--- src/rtl/mc_ctrl_pkg.sv ---
// Shared definitions for the multi-cycle control unit: state encoding,
// opcode constants and halt cause codes.
// Optional feature macro: MC_CTRL_MULDIV_EN adds the MULDIV state.
package mc_ctrl_pkg;

  typedef enum logic [4:0] {
    ST_FETCH   = 5'd0,
    ST_DECODE  = 5'd1,
    ST_MEMADR  = 5'd2,
    ST_MEMREAD = 5'd3,
    ST_MEMWB   = 5'd4,
    ST_MEMWR   = 5'd5,
    ST_EXECR   = 5'd6,
    ST_EXECI   = 5'd7,
    ST_ALUWB   = 5'd8,
    ST_JAL     = 5'd9,
    ST_JALR    = 5'd10,
    ST_BRANCH  = 5'd11,
    ST_AUIPC   = 5'd12,
    ST_LUI     = 5'd13,
`ifdef MC_CTRL_MULDIV_EN
    ST_MULDIV  = 5'd14,
`endif
    ST_HALT    = 5'd15
  } state_t;

  typedef enum logic [1:0] {
    CAUSE_NONE    = 2'd0,
    CAUSE_ILLEGAL = 2'd1,
    CAUSE_TIMEOUT = 2'd2,
    CAUSE_EBREAK  = 2'd3
  } cause_t;

  localparam logic [6:0] OP_LOAD   = 7'b0000011;
  localparam logic [6:0] OP_STORE  = 7'b0100011;
  localparam logic [6:0] OP_R      = 7'b0110011;
  localparam logic [6:0] OP_IMM    = 7'b0010011;
  localparam logic [6:0] OP_JAL    = 7'b1101111;
  localparam logic [6:0] OP_JALR   = 7'b1100111;
  localparam logic [6:0] OP_BRANCH = 7'b1100011;
  localparam logic [6:0] OP_AUIPC  = 7'b0010111;
  localparam logic [6:0] OP_LUI    = 7'b0110111;
  localparam logic [6:0] OP_FENCE  = 7'b0001111;
  localparam logic [6:0] OP_SYSTEM = 7'b1110011;

  // States that wait on the memory handshake and are guarded by the timer.
  function automatic logic is_wait_state(input state_t s);
    return (s == ST_FETCH) || (s == ST_MEMREAD) || (s == ST_MEMWR);
  endfunction

endpackage

--- src/rtl/mc_wait_timer.sv ---
// Memory wait counter. Cleared on entry to a waiting state, counts cycles
// without mem_ready; at_max flags the last allowed wait cycle.
module mc_wait_timer #(
  parameter int TIMEOUT_W = 4
) (
  input  logic clk,
  input  logic resetn,
  input  logic clear,
  input  logic inc,
  output logic at_max
);

  logic [TIMEOUT_W-1:0] count;

  // Wait counter; clear has priority so a state change always restarts it.
  always_ff @(posedge clk or negedge resetn) begin
    if (!resetn) begin
      count <= '0;
    end else if (clear) begin
      // NOTE: sequential state uses non-blocking assignments so every flop
      // samples pre-edge values regardless of block ordering.
      count <= '0;
    end else if (inc) begin
      count <= count + 1'b1;
    end
  end

  assign at_max = &count;

endmodule

--- src/rtl/mc_control_unit.sv ---
// Multi-cycle RISC-V style control unit: two-process FSM driving datapath
// selects and strobes, with memory bus timeout and sticky halt.
// Optional feature macro: MC_CTRL_MULDIV_EN enables the MULDIV state for
// R-type instructions with funct7[0]=1; otherwise they halt as illegal.
module mc_control_unit
  import mc_ctrl_pkg::*;
#(
  parameter int TIMEOUT_W = 4,
  parameter int SEL_W     = 3
) (
  input  logic             clk,
  input  logic             resetn,
  input  logic [6:0]       op,
  input  logic [2:0]       funct3,
  input  logic             funct7_5,
  input  logic             funct7_0,
  input  logic             mem_ready,
  input  logic             md_done,
  output logic             pc_write,
  output logic             ir_write,
  output logic             pc_src,
  output logic             reg_write,
  output logic             imm,
  output logic             mem_write,
  output logic             mem_req,
  output logic             branch,
  output logic             md_start,
  output logic             ebreak,
  output logic             halted,
  output logic [1:0]       adr_src,
  output logic [1:0]       alu_op,
  output logic [SEL_W-1:0] alu_src_a,
  output logic [SEL_W-1:0] alu_src_b,
  output logic [SEL_W-1:0] result_src,
  output logic [1:0]       cause,
  output logic [4:0]       state_o
);

  state_t state, state_next;
  cause_t cause_q, cause_next;
  logic   timer_at_max;
  logic   timeout;
  logic   md_prev;

  mc_wait_timer #(.TIMEOUT_W(TIMEOUT_W)) u_wait_timer (
    .clk    (clk),
    .resetn (resetn),
    .clear  (state_next != state),
    .inc    (is_wait_state(state) && !mem_ready),
    .at_max (timer_at_max)
  );

  // Ready wins over timeout: only a not-ready cycle at the limit expires.
  assign timeout = is_wait_state(state) && timer_at_max && !mem_ready;

  // State and cause registers; cause is captured only on entry to HALT.
  always_ff @(posedge clk or negedge resetn) begin
    if (!resetn) begin
      state   <= ST_FETCH;
      cause_q <= CAUSE_NONE;
    end else begin
      state <= state_next;
      if (state != ST_HALT && state_next == ST_HALT) cause_q <= cause_next;
    end
  end

`ifdef MC_CTRL_MULDIV_EN
  // Remembers the previous cycle was MULDIV: gives the one-cycle md_start
  // and selects the mul/div result in the following ALUWB.
  always_ff @(posedge clk or negedge resetn) begin
    if (!resetn) md_prev <= 1'b0;
    else         md_prev <= (state == ST_MULDIV);
  end
`else
  logic unused_md_done;
  assign unused_md_done = md_done;
  assign md_prev        = 1'b0;
`endif

  // Next-state and halt-cause selection.
  always_comb begin
    // NOTE: every variable gets a default first so no path infers a latch.
    state_next = state;
    cause_next = CAUSE_NONE;
    case (state)
      ST_FETCH: begin
        if (mem_ready) state_next = ST_DECODE;
        else if (timeout) begin
          state_next = ST_HALT;
          cause_next = CAUSE_TIMEOUT;
        end
      end
      ST_DECODE: begin
        case (op)
          OP_LOAD, OP_STORE: state_next = ST_MEMADR;
          OP_R: begin
            if (!funct7_0) state_next = ST_EXECR;
            else begin
`ifdef MC_CTRL_MULDIV_EN
              state_next = ST_MULDIV;
`else
              state_next = ST_HALT;
              cause_next = CAUSE_ILLEGAL;
`endif
            end
          end
          OP_IMM:    state_next = ST_EXECI;
          OP_JAL:    state_next = ST_JAL;
          OP_JALR:   state_next = ST_JALR;
          OP_BRANCH: state_next = ST_BRANCH;
          OP_AUIPC:  state_next = ST_AUIPC;
          OP_LUI:    state_next = ST_LUI;
          OP_FENCE:  state_next = ST_FETCH;
          OP_SYSTEM: begin
            state_next = ST_HALT;
            cause_next = (funct3 == 3'd0 && !funct7_0 && !funct7_5)
                         ? CAUSE_EBREAK : CAUSE_ILLEGAL;
          end
          default: begin
            state_next = ST_HALT;
            cause_next = CAUSE_ILLEGAL;
          end
        endcase
      end
      ST_MEMADR: state_next = (op == OP_LOAD) ? ST_MEMREAD : ST_MEMWR;
      ST_MEMREAD, ST_MEMWR: begin
        if (mem_ready) state_next = (state == ST_MEMREAD) ? ST_MEMWB : ST_FETCH;
        else if (timeout) begin
          state_next = ST_HALT;
          cause_next = CAUSE_TIMEOUT;
        end
      end
      ST_MEMWB, ST_ALUWB, ST_BRANCH: state_next = ST_FETCH;
      ST_EXECR, ST_EXECI, ST_JAL, ST_JALR, ST_AUIPC, ST_LUI:
        state_next = ST_ALUWB;
`ifdef MC_CTRL_MULDIV_EN
      ST_MULDIV: if (md_done) state_next = ST_ALUWB;
`endif
      ST_HALT: state_next = ST_HALT;
      default: state_next = ST_FETCH;
    endcase
  end

  // Per-state outputs; all forced low while reset is asserted so an
  // interrupted bus access is dropped immediately.
  always_comb begin
    pc_write   = 1'b0;
    ir_write   = 1'b0;
    pc_src     = 1'b0;
    reg_write  = 1'b0;
    imm        = 1'b0;
    mem_write  = 1'b0;
    mem_req    = 1'b0;
    branch     = 1'b0;
    md_start   = 1'b0;
    ebreak     = 1'b0;
    halted     = 1'b0;
    adr_src    = 2'd0;
    alu_op     = 2'd0;
    alu_src_a  = '0;
    alu_src_b  = '0;
    result_src = '0;
    if (resetn) begin
      case (state)
        ST_FETCH: begin
          mem_req   = 1'b1;
          alu_src_b = SEL_W'(1);
          ir_write  = mem_ready;
          pc_write  = mem_ready;
        end
        ST_DECODE: begin
          alu_src_a = SEL_W'(2);
          alu_src_b = SEL_W'(2);
        end
        ST_MEMADR: begin
          alu_src_a = SEL_W'(1);
          alu_src_b = SEL_W'(2);
        end
        ST_MEMREAD: begin
          mem_req = 1'b1;
          adr_src = 2'd1;
        end
        ST_MEMWR: begin
          mem_req   = 1'b1;
          mem_write = 1'b1;
          adr_src   = 2'd1;
        end
        ST_MEMWB: begin
          reg_write  = 1'b1;
          result_src = SEL_W'(1);
        end
        ST_ALUWB: begin
          reg_write  = 1'b1;
          result_src = md_prev ? SEL_W'(2) : SEL_W'(0);
        end
        ST_EXECR: begin
          alu_src_a = SEL_W'(1);
          alu_op    = 2'd2;
        end
        ST_EXECI: begin
          alu_src_a = SEL_W'(1);
          alu_src_b = SEL_W'(2);
          alu_op    = 2'd2;
          imm       = 1'b1;
        end
        ST_JAL, ST_JALR: begin
          alu_src_a = SEL_W'(2);
          alu_src_b = SEL_W'(1);
          pc_write  = 1'b1;
          pc_src    = 1'b1;
          imm       = (state == ST_JALR);
        end
        ST_BRANCH: begin
          alu_src_a = SEL_W'(1);
          alu_op    = 2'd1;
          branch    = 1'b1;
          pc_src    = 1'b1;
        end
        ST_AUIPC: begin
          alu_src_a = SEL_W'(2);
          alu_src_b = SEL_W'(2);
        end
        ST_LUI: begin
          alu_src_a = SEL_W'(3);
          alu_src_b = SEL_W'(2);
        end
`ifdef MC_CTRL_MULDIV_EN
        ST_MULDIV: begin
          alu_src_a  = SEL_W'(1);
          result_src = SEL_W'(2);
          md_start   = !md_prev;
        end
`endif
        ST_HALT: begin
          halted = 1'b1;
          ebreak = (cause_q == CAUSE_EBREAK);
        end
        default: ;
      endcase
    end
  end

  assign cause   = cause_q;
  assign state_o = state;

endmodule

--- config.mk ---
export PLATFORM = sky130hd
export DESIGN_NAME = mc_control_unit
export DESIGN_NICKNAME = d
export VERILOG_FILES = /design/src/rtl/mc_ctrl_pkg.sv /design/src/rtl/mc_wait_timer.sv /design/src/rtl/mc_control_unit.sv
export SDC_FILE = /design/constraint.sdc
export NUM_CORES = 1
export LEC_CHECK = 0
export CAP_MARGIN = 10
export CORE_MARGIN = 1.5
export CORE_UTILIZATION = 42
export DETAILED_ROUTE_END_ITERATION = 8
export GPL_ROUTABILITY_DRIVEN = 0
export PLACE_DENSITY = 0.77
export SLEW_MARGIN = 0
export SYNTH_ARGS = -nofsm -noshare
export SYNTH_HDL_FRONTEND = slang
export SYNTH_SLANG_ARGS = --single-unit
--- constraint.sdc ---
create_clock -name clk -period 1.99 [get_ports clk]
set_clock_uncertainty 0.15 [all_clocks]
set_input_delay 0.4975 -clock clk [delete_from_list [all_inputs] [get_ports clk]]
set_output_delay 0.4975 -clock clk [all_outputs]
set_load 0.1 [all_outputs]
==> flow_summary.toml, run 1 <==
[run_status]
status = "did not finish"
lastStage = "5_1_grt"
error_line = "[ERROR DPL-0038] Utilization greater than 100%, impossible to legalize"

[synth]
yosysWarnings = 0
syn_area_sq_um = 1410
yosys.area_share.simple_pct = 36.2
synth.area.mux_share_pct = 1.42
synthAdderAreaFrac_pct = 0.890
syn_area_per_cell_sq_um = 7.60
synth_compound_area_share_pct = 23.8
synth-seq-cells = 11
ys.flop_type = "dfrtp_1"
synthCells = 185
async_flop_share_pct = 100
synth_top_family_by_area = "simple AND/OR/NAND/NOR gates"
synth-edff-count = 0
synth_seq_area_share_pct = 19.6
synth_cell_types = 58
synthXorXnorAreaFrac_pct = 4.36

[floorplanning]
rows = 20
initial_core_util_pct = 45.0
io_pins = 47
fp.dieW_um = 60.9
die_y_um = 60.9

[sta]
worstEndpointGrtRepair = "alu_src_a[1]"
worstEpCategory = "output port"

[clock_network]
cts-htree-levels = 1
ctsHoldBuffers = 0
numCtsBuffers = 3
numClockSinks = 11
clk_path_buf_depth = 2
root_buffer = "clkbuf_4"

[placed_design]
dp.cells = 316
dpl.hpwl_mm = 4.41
post_dp_cell_area_sq_um = 2700
portBuffers = 39

[global_routing]
grt_max_degree = 16
-- timing repair --
| action | 4_1_cts |
|---|---|
| pin swaps | 15 |
| resized for setup | 44 |
| endpoints found under the setup margin | 28 |
| setup buffers | 7 |
-- metrics by stage --
stage,setup TNS (ns),setup slack [ns]
2_1_floorplan,-11.42,-0.978
3_3_place_gp,-11.56,-0.645
3_5_place_dp,-13.20,-0.883
4_1_cts,-5.96,-0.346
-- cell usage after synthesis, drive strengths merged, types with 3 or more instances --
cell type	count	share of area, %
nor2	25	6.7
or3	4	1.9
dfrtp	11	20
inv	5	1.3
xnor2	3	1.9
nand3	4	1.4
nor4	8	3.6
nand4	4	1.8
o21ai	10	4.1
a21oi	10	3.8
buf	15	7.7
clkbuf	6	4.4
nor2b	5	2.2
nand2	20	5.3
nor3	8	2.8
o211ai	4	2.1
xor2	4	2.5
-- cell families after synthesis --
group | after synthesis
AND/OR/NAND/NOR | 93
AO/OA/AOI/OAI | 44
buffers and inverters | 26
flip-flops | 11
XOR/XNOR | 7
multiplexers | 2
adder cells (fa/ha/maj) | 1
other | 1
==> run 2: changes to the inputs <==
Settings changed: CORE_UTILIZATION 42 to 33, PLACE_DENSITY 0.77 to default, PLACE_DENSITY_LB_ADDON from default to 0.15.
Clock period 1.99 ns to 2.6 ns, I/O delays scaled along.
==> run 2 against run 1 <==
The flow now finishes without violations. Synthesized cell count did not move. Area after synthesis did not move.
==> flow_summary.toml, run 2 <==
[floorplanning]
die_y_um = 68.3
core_area_sq_um = 4060
fp.dieW_um = 68.3
rows = 23
io_pins = 47
die-area_sq_um = 4660
initial_core_util_pct = 34.7

[power_and_ir_drop]
p_leak_uw = 0.00109
vdd_ir_drop_max_mv = 0.481
power_uw = 2520
p_per_area_nw_per_um2 = 941

[clock_network]
root_buffer = "clkbuf_8"
ctsHoldBuffers = 0
numCtsBuffers = 3
cts_tree = "yes"
clock_latency_ns = 0.24
cts-htree-levels = 1
clk_path_buf_depth = 2
clk_pin_slew_worst_paths_ns = 0.05
numClockSinks = 11

[route]
vias = 1724
ant_nets = 0
finalWirelength_mm = 4.58
first_pass_iters = 4
avgRoutedWirePerCell_um = 14.7
viasPerCell = 5.54
drt_iter0_drc = 101
drc = 0

[setup_path]
worstPathMaxFanout = 7
critPathArrivalTime_ns = 1.75
crit_type = "reg -> out"
crit_path_end_kind = "output port"
reg2regPathDepth = 6
required_ns = 1.80
start_kind = "flop"

[sta]
clock.fmax_mhz = 393
setup_viol = 0
rsz0062_at_grt = "true"
report.final.hold_viol_count = 0
period_needed_ns = 2.55
holdWs_ns = 0.351
post-route-period-util_pct = 97.9
drv_slew = 0

[synth]
synth-edff-count = 0
syn_area_per_cell_sq_um = 7.60
synth.most_common_cell = "nor2_1"
ys_top_cells_by_area = "dfrtp_1 20%, nor2_1 6.7%, nand2_1 5.3%"
ys.flop_type = "dfrtp_1"
synth_top_area_share_pct = 19.6
ys_top_cells_by_count = "25 x nor2_1, 20 x nand2_1, 11 x dfrtp_1"
synth_cell_types = 58
yosysWarnings = 0
synthCells = 185
synth_area_leader_cell = "dfrtp_1"
synth-seq-cells = 11
syn_area_sq_um = 1410
synth_seq_area_share_pct = 19.6
async_flop_share_pct = 100

[global_routing]
overflow = 0
antenna_found_initial = 0
grt_max_degree = 13
track_usage_pct = 21.0
first_global_vias = 1695
grt_pass1_wl_mm = 7.58

[run_status]
status = "finished clean"

[finish]
num-nets-final = 279
drive_gt1_share_pct = 53.3
fillers = 314
antenna_cells = 0
layout_common_cells = "49 x buf_4, 24 x buf_12, 15 x nand2_1"
largest_register_ffs = 5
area_growth_syn_to_layout_pct = 90.3
final_common_cell = "buf_4"

[min_path]
hold_path.class = "reg -> reg"
holdPathStages = 2

[run]
drv_cap = 0

[placed_design]
dpl.hpwl_mm = 3.49
portBuffers = 39
## run 2: logic make-up (layout without fill, tap and decap cells)
| kind of cell | count (synthesis) | in the layout | share of synthesized area, % |
|---|---|---|---|
| adders and majority gates | 1 | 1 | 0.890 |
| AOI/OAI and AO/OA | 44 | 44 | 23.8 |
| xor gates and xnor gates | 7 | 7 | 4.36 |
| other | 1 | 7 | 0.267 |
| buffers and inverters | 26 | 96 | 13.5 |
| DFF | 11 | 11 | 19.6 |
| muxes | 2 | 2 | 1.42 |
| and+or+nand+nor | 93 | 93 | 36.2 |
## run 2: what timing repair did
action | in CTS | in global routing
hold endpoints to repair | 0 | 0
endpoints found under the setup margin | 21 | 6
gates resized for setup | 10 | 13
pin swaps | 3 | 2
buffers inserted | 12 | 1
## run 2: routing by layer
| metal | vias up | track usage [%] | routed length (um) |
|---|---|---|---|
| met4 | 0 | 4.75 | 59 |
| met2 | 74 | 40.8 | 2480 |
| met1 | 824 | 24.4 | 1810 |
| li1 | 814 | - | - |
| met3 | 12 | 2.30 | 221 |
| met5 | - | 0 | 0 |
## run 2: worst max-delay path, stage by stage (launching register included)
cell and delay, ns:
dfrtp_4 0.47, nand2_1 0.11, or3_4 0.42, nor2_4 0.13
and3_4 0.20, buf_12 0.17
## run 2: where the power goes
| group | leakage, uW | switching [uW] | internal [uW] |
|---|---|---|---|
| logic | 0.000929 | 1270 | 774 |
| clock network | 0.0000228 | 65.3 | 108 |
| registers | 0.000136 | 75.2 | 222 |
| total | 0.00109 | 1410 | 1100 |
## run 2: through the flow
stage	instances	cell area [sq um]	setup WS [ns]	setup TNS [ns]	util, %
floorplan	191	1700	-0.521	-2.37	-
global placement	294	2450	-0.246	-2.31	60.3
detailed placement	294	2450	-0.328	-3.34	60.3
CTS	310	2610	0.00677	0	64.3
global route	311	2680	-0.00124	-0.00124	66.0
finish	311	2680	0.0542	0	66.0
## run 2: path summary, 6_finish.rpt
check / endpoint / slack [ns] / startpoint
max in group asynchronous: state_o[3] / 1.72 / resetn
hold / removal: cause[0] / 0.35 / cause[0]
hold reg to reg: cause[0] / 0.35 / cause[0]
setup reg to reg: u_wait_timer.count[2] / 0.25 / state_o[2]
setup / recovery: ebreak / 0.05 / state_o[2]
min in group asynchronous: u_wait_timer.count[3] / 0.41 / resetn
## run 2: final cells by class
| cell class | instances | area [sq um] | share of cell area, % |
|---|---|---|---|
| timing repair buffer | 87 | 987 | 36.9 |
| sequential | 11 | 294 | 11.0 |
| inverter | 5 | 18.8 | 0.701 |
| tap | 50 | 62.6 | 2.34 |
| multi-input combinational | 154 | 1270 | 47.4 |
| clock buffer | 4 | 45.0 | 1.68 |
Power figures use the tool's default switching activity.
==> run 3: changes to the inputs <==
Clock period 2.6 ns to 3.01 ns, I/O delays scaled along.
==> run 3 against run 2 <==
Clock-buffer cell count down 1. Clock power fell by 13%. Die area stayed put. Critical path depth unchanged. Critical endpoint is now ir_write. Largest power group unchanged. Largest cell class unchanged. Hold slack improved by 0.025 ns. Via count fell by 10%. Non-clock buffer count fell by 28. Critical path type is now in -> out. First-iteration DRC count fell by 17%. Flip-flop and latch count unchanged. Sequential share of layout area increased by 1.8 points. Utilization down 9.4 points. Final area shrank 14%. Highest routed layer unchanged.
==> flow_summary.toml, run 3 (same netlist as run 2, synthesis figures left out) <==
[clock_network]
clock_latency_ns = 0.24
post_cts_buffers = 0
clk_path_buf_depth = 2
cts-htree-levels = 1
cts_tree = "yes"
numClockSinks = 11
clk_pin_slew_worst_paths_ns = 0.05
numCtsBuffers = 3
ctsHoldBuffers = 0
root_buffer = "clkbuf_8"

[route]
first_pass_iters = 5
finalWirelength_mm = 3.92
vias = 1546
drc = 0
ant_nets = 0
viasPerCell = 5.46
avgRoutedWirePerCell_um = 13.9
drt_iter0_drc = 84

[min_path]
hold_start = "cause[0]"
hold_path.class = "reg -> reg"

[global_routing]
grt_max_degree = 24
overflow = 0
grt_pass1_wl_mm = 6.70
track_usage_pct = 18.6
first_global_vias = 1411
antenna_found_initial = 0

[finish]
num-nets-final = 251
fillers = 346
area_growth_syn_to_layout_pct = 63.2
antenna_cells = 0
final_common_cell = "buf_4"
drive_gt1_share_pct = 42.1
layout_common_cells = "27 x buf_4, 18 x buf_12, 16 x nand2_1"
largest_register_ffs = 5
fin_util_pct = 56.6

[setup_path]
crit_path_end_kind = "output port"
cp_cell_sequence = "clkdlybuf4s50_1, nand2b_2, buf_4, nor4_4, buf_12"
crit_buf_inv = 3
startpoint = "resetn"
worst_path_dominant_cell_family = "buffers and inverters"
worstPathMaxFanout = 5
required_ns = 2.11
crit_type = "in -> out"
r2r-start = "state_o[2]"
critPathMaxStageDelay_ns = 0.52
critPathSlowestCell = "clkdlybuf4s50_1"
start_kind = "input port"
critPathArrivalTime_ns = 2.09

[floorplanning]
io_pins = 47
rows = 23
initial_core_util_pct = 34.7
fp.dieW_um = 68.3
die_y_um = 68.3
core_area_sq_um = 4060
die-area_sq_um = 4660

[power_and_ir_drop]
sw_frac_of_total_pct = 60.4
p_int_uw = 719
p_sw_uw = 1100
p_leak_uw = 0.000884
combPwrFrac_pct = 70.7
pwr-share-clk_pct = 8.3
vdd_ir_drop_max_mv = 0.373
sequentialPowerShare_pct = 21.0
p_per_area_nw_per_um2 = 791

[sta]
rsz0062_at_grt = "true"
post-route-period-util_pct = 99.4
holdWs_ns = 0.376
report.final.hold_viol_count = 0
period_needed_ns = 2.99
setup_viol = 0
clock.fmax_mhz = 334
drv_slew = 0
tns_ns = 0

[run_status]
status = "finished clean"

[placed_design]
portBuffers = 39
dpl.hpwl_mm = 3.06

[run]
drv_cap = 0
==> run 3: changes by cell type in the layout (fill, tap and decap cells not counted), moves of 4 or more <==
cell             delta
buf_12              -6
buf_4              -22
clkdlybuf4s50_1     +6
dlygate4sd2_1       -5
nor4_1              +4
nor4_2              -4
==> run 3: per-stage QoR <==
| step | total power (uW) | worst slack, ns | cells | cell area (sq um) |
|---|---|---|---|---|
| 2_1_floorplan | 1400 | -0.212 | 191 | 1670 |
| 3_3_place_gp | 1640 | -0.0748 | 279 | 2230 |
| 3_5_place_dp | 1660 | -0.112 | 279 | 2230 |
| 4_1_cts | 1820 | 0.000778 | 283 | 2290 |
| 5_1_grt | 1930 | -0.0285 | 283 | 2290 |
| 6_report | 1820 | 0.0167 | 283 | 2290 |
==> run 3: metal layers <==
layer / track usage (%) / wire [um] / vias to the layer above / share of wire (%)
met2: 28.4 / 1880 / 59 / 48
met4: 5.75 / 57 / 0 / 1.5
li1: - / - / 764 / -
met5: 0 / 0 / - / 0
met3: 2.63 / 238 / 7 / 6.1
met1: 26.9 / 1750 / 716 / 44
==> run 3: path summary, 6_finish.rpt <==
check                                         to  slack [ns]  cells after the start
setup / recovery                        ir_write        0.02                      5
hold / removal                          cause[0]        0.38                      2
setup reg to reg           u_wait_timer.count[0]        0.56                      6
hold reg to reg                         cause[0]        0.38                      2
max in group asynchronous             state_o[3]        1.78                      2
min in group asynchronous             state_o[2]        0.75                      2
==> run 3: layout make-up <==
type,instances,area (sq um),area share [%]
inverter,5,18.8,0.818
tap,50,62.6,2.73
timing repair buffer,59,706,30.8
multi-input combinational,154,1170,50.9
sequential,11,294,12.8
clock inverter,1,5.00,0.218
clock buffer,3,41.3,1.80
==> run 3: power groups by stage <==
stage | clock network, uW | registers (uW) | logic [uW]
5_1_grt | 163 | 400 | 1360
3_5_place_dp | 0 | 382 | 1280
3_3_place_gp | 0 | 378 | 1260
2_1_floorplan | 0 | 402 | 1000
4_1_cts | 154 | 382 | 1280
6_report | 150 | 382 | 1280
==> run 3: tightest hold or removal path: stages (launching register included) <==
cell and delay [ns]:
dfrtp_1 0.37, nand2_1 0.06, nand2_1 0.06
==> run 3: what timing repair did <==
action | 4_1_cts | 5_1_grt
endpoints found under the setup margin | 7 | 8
pin swaps | 0 | 1
gates resized for setup | 3 | 2
cloned | 0 | 0
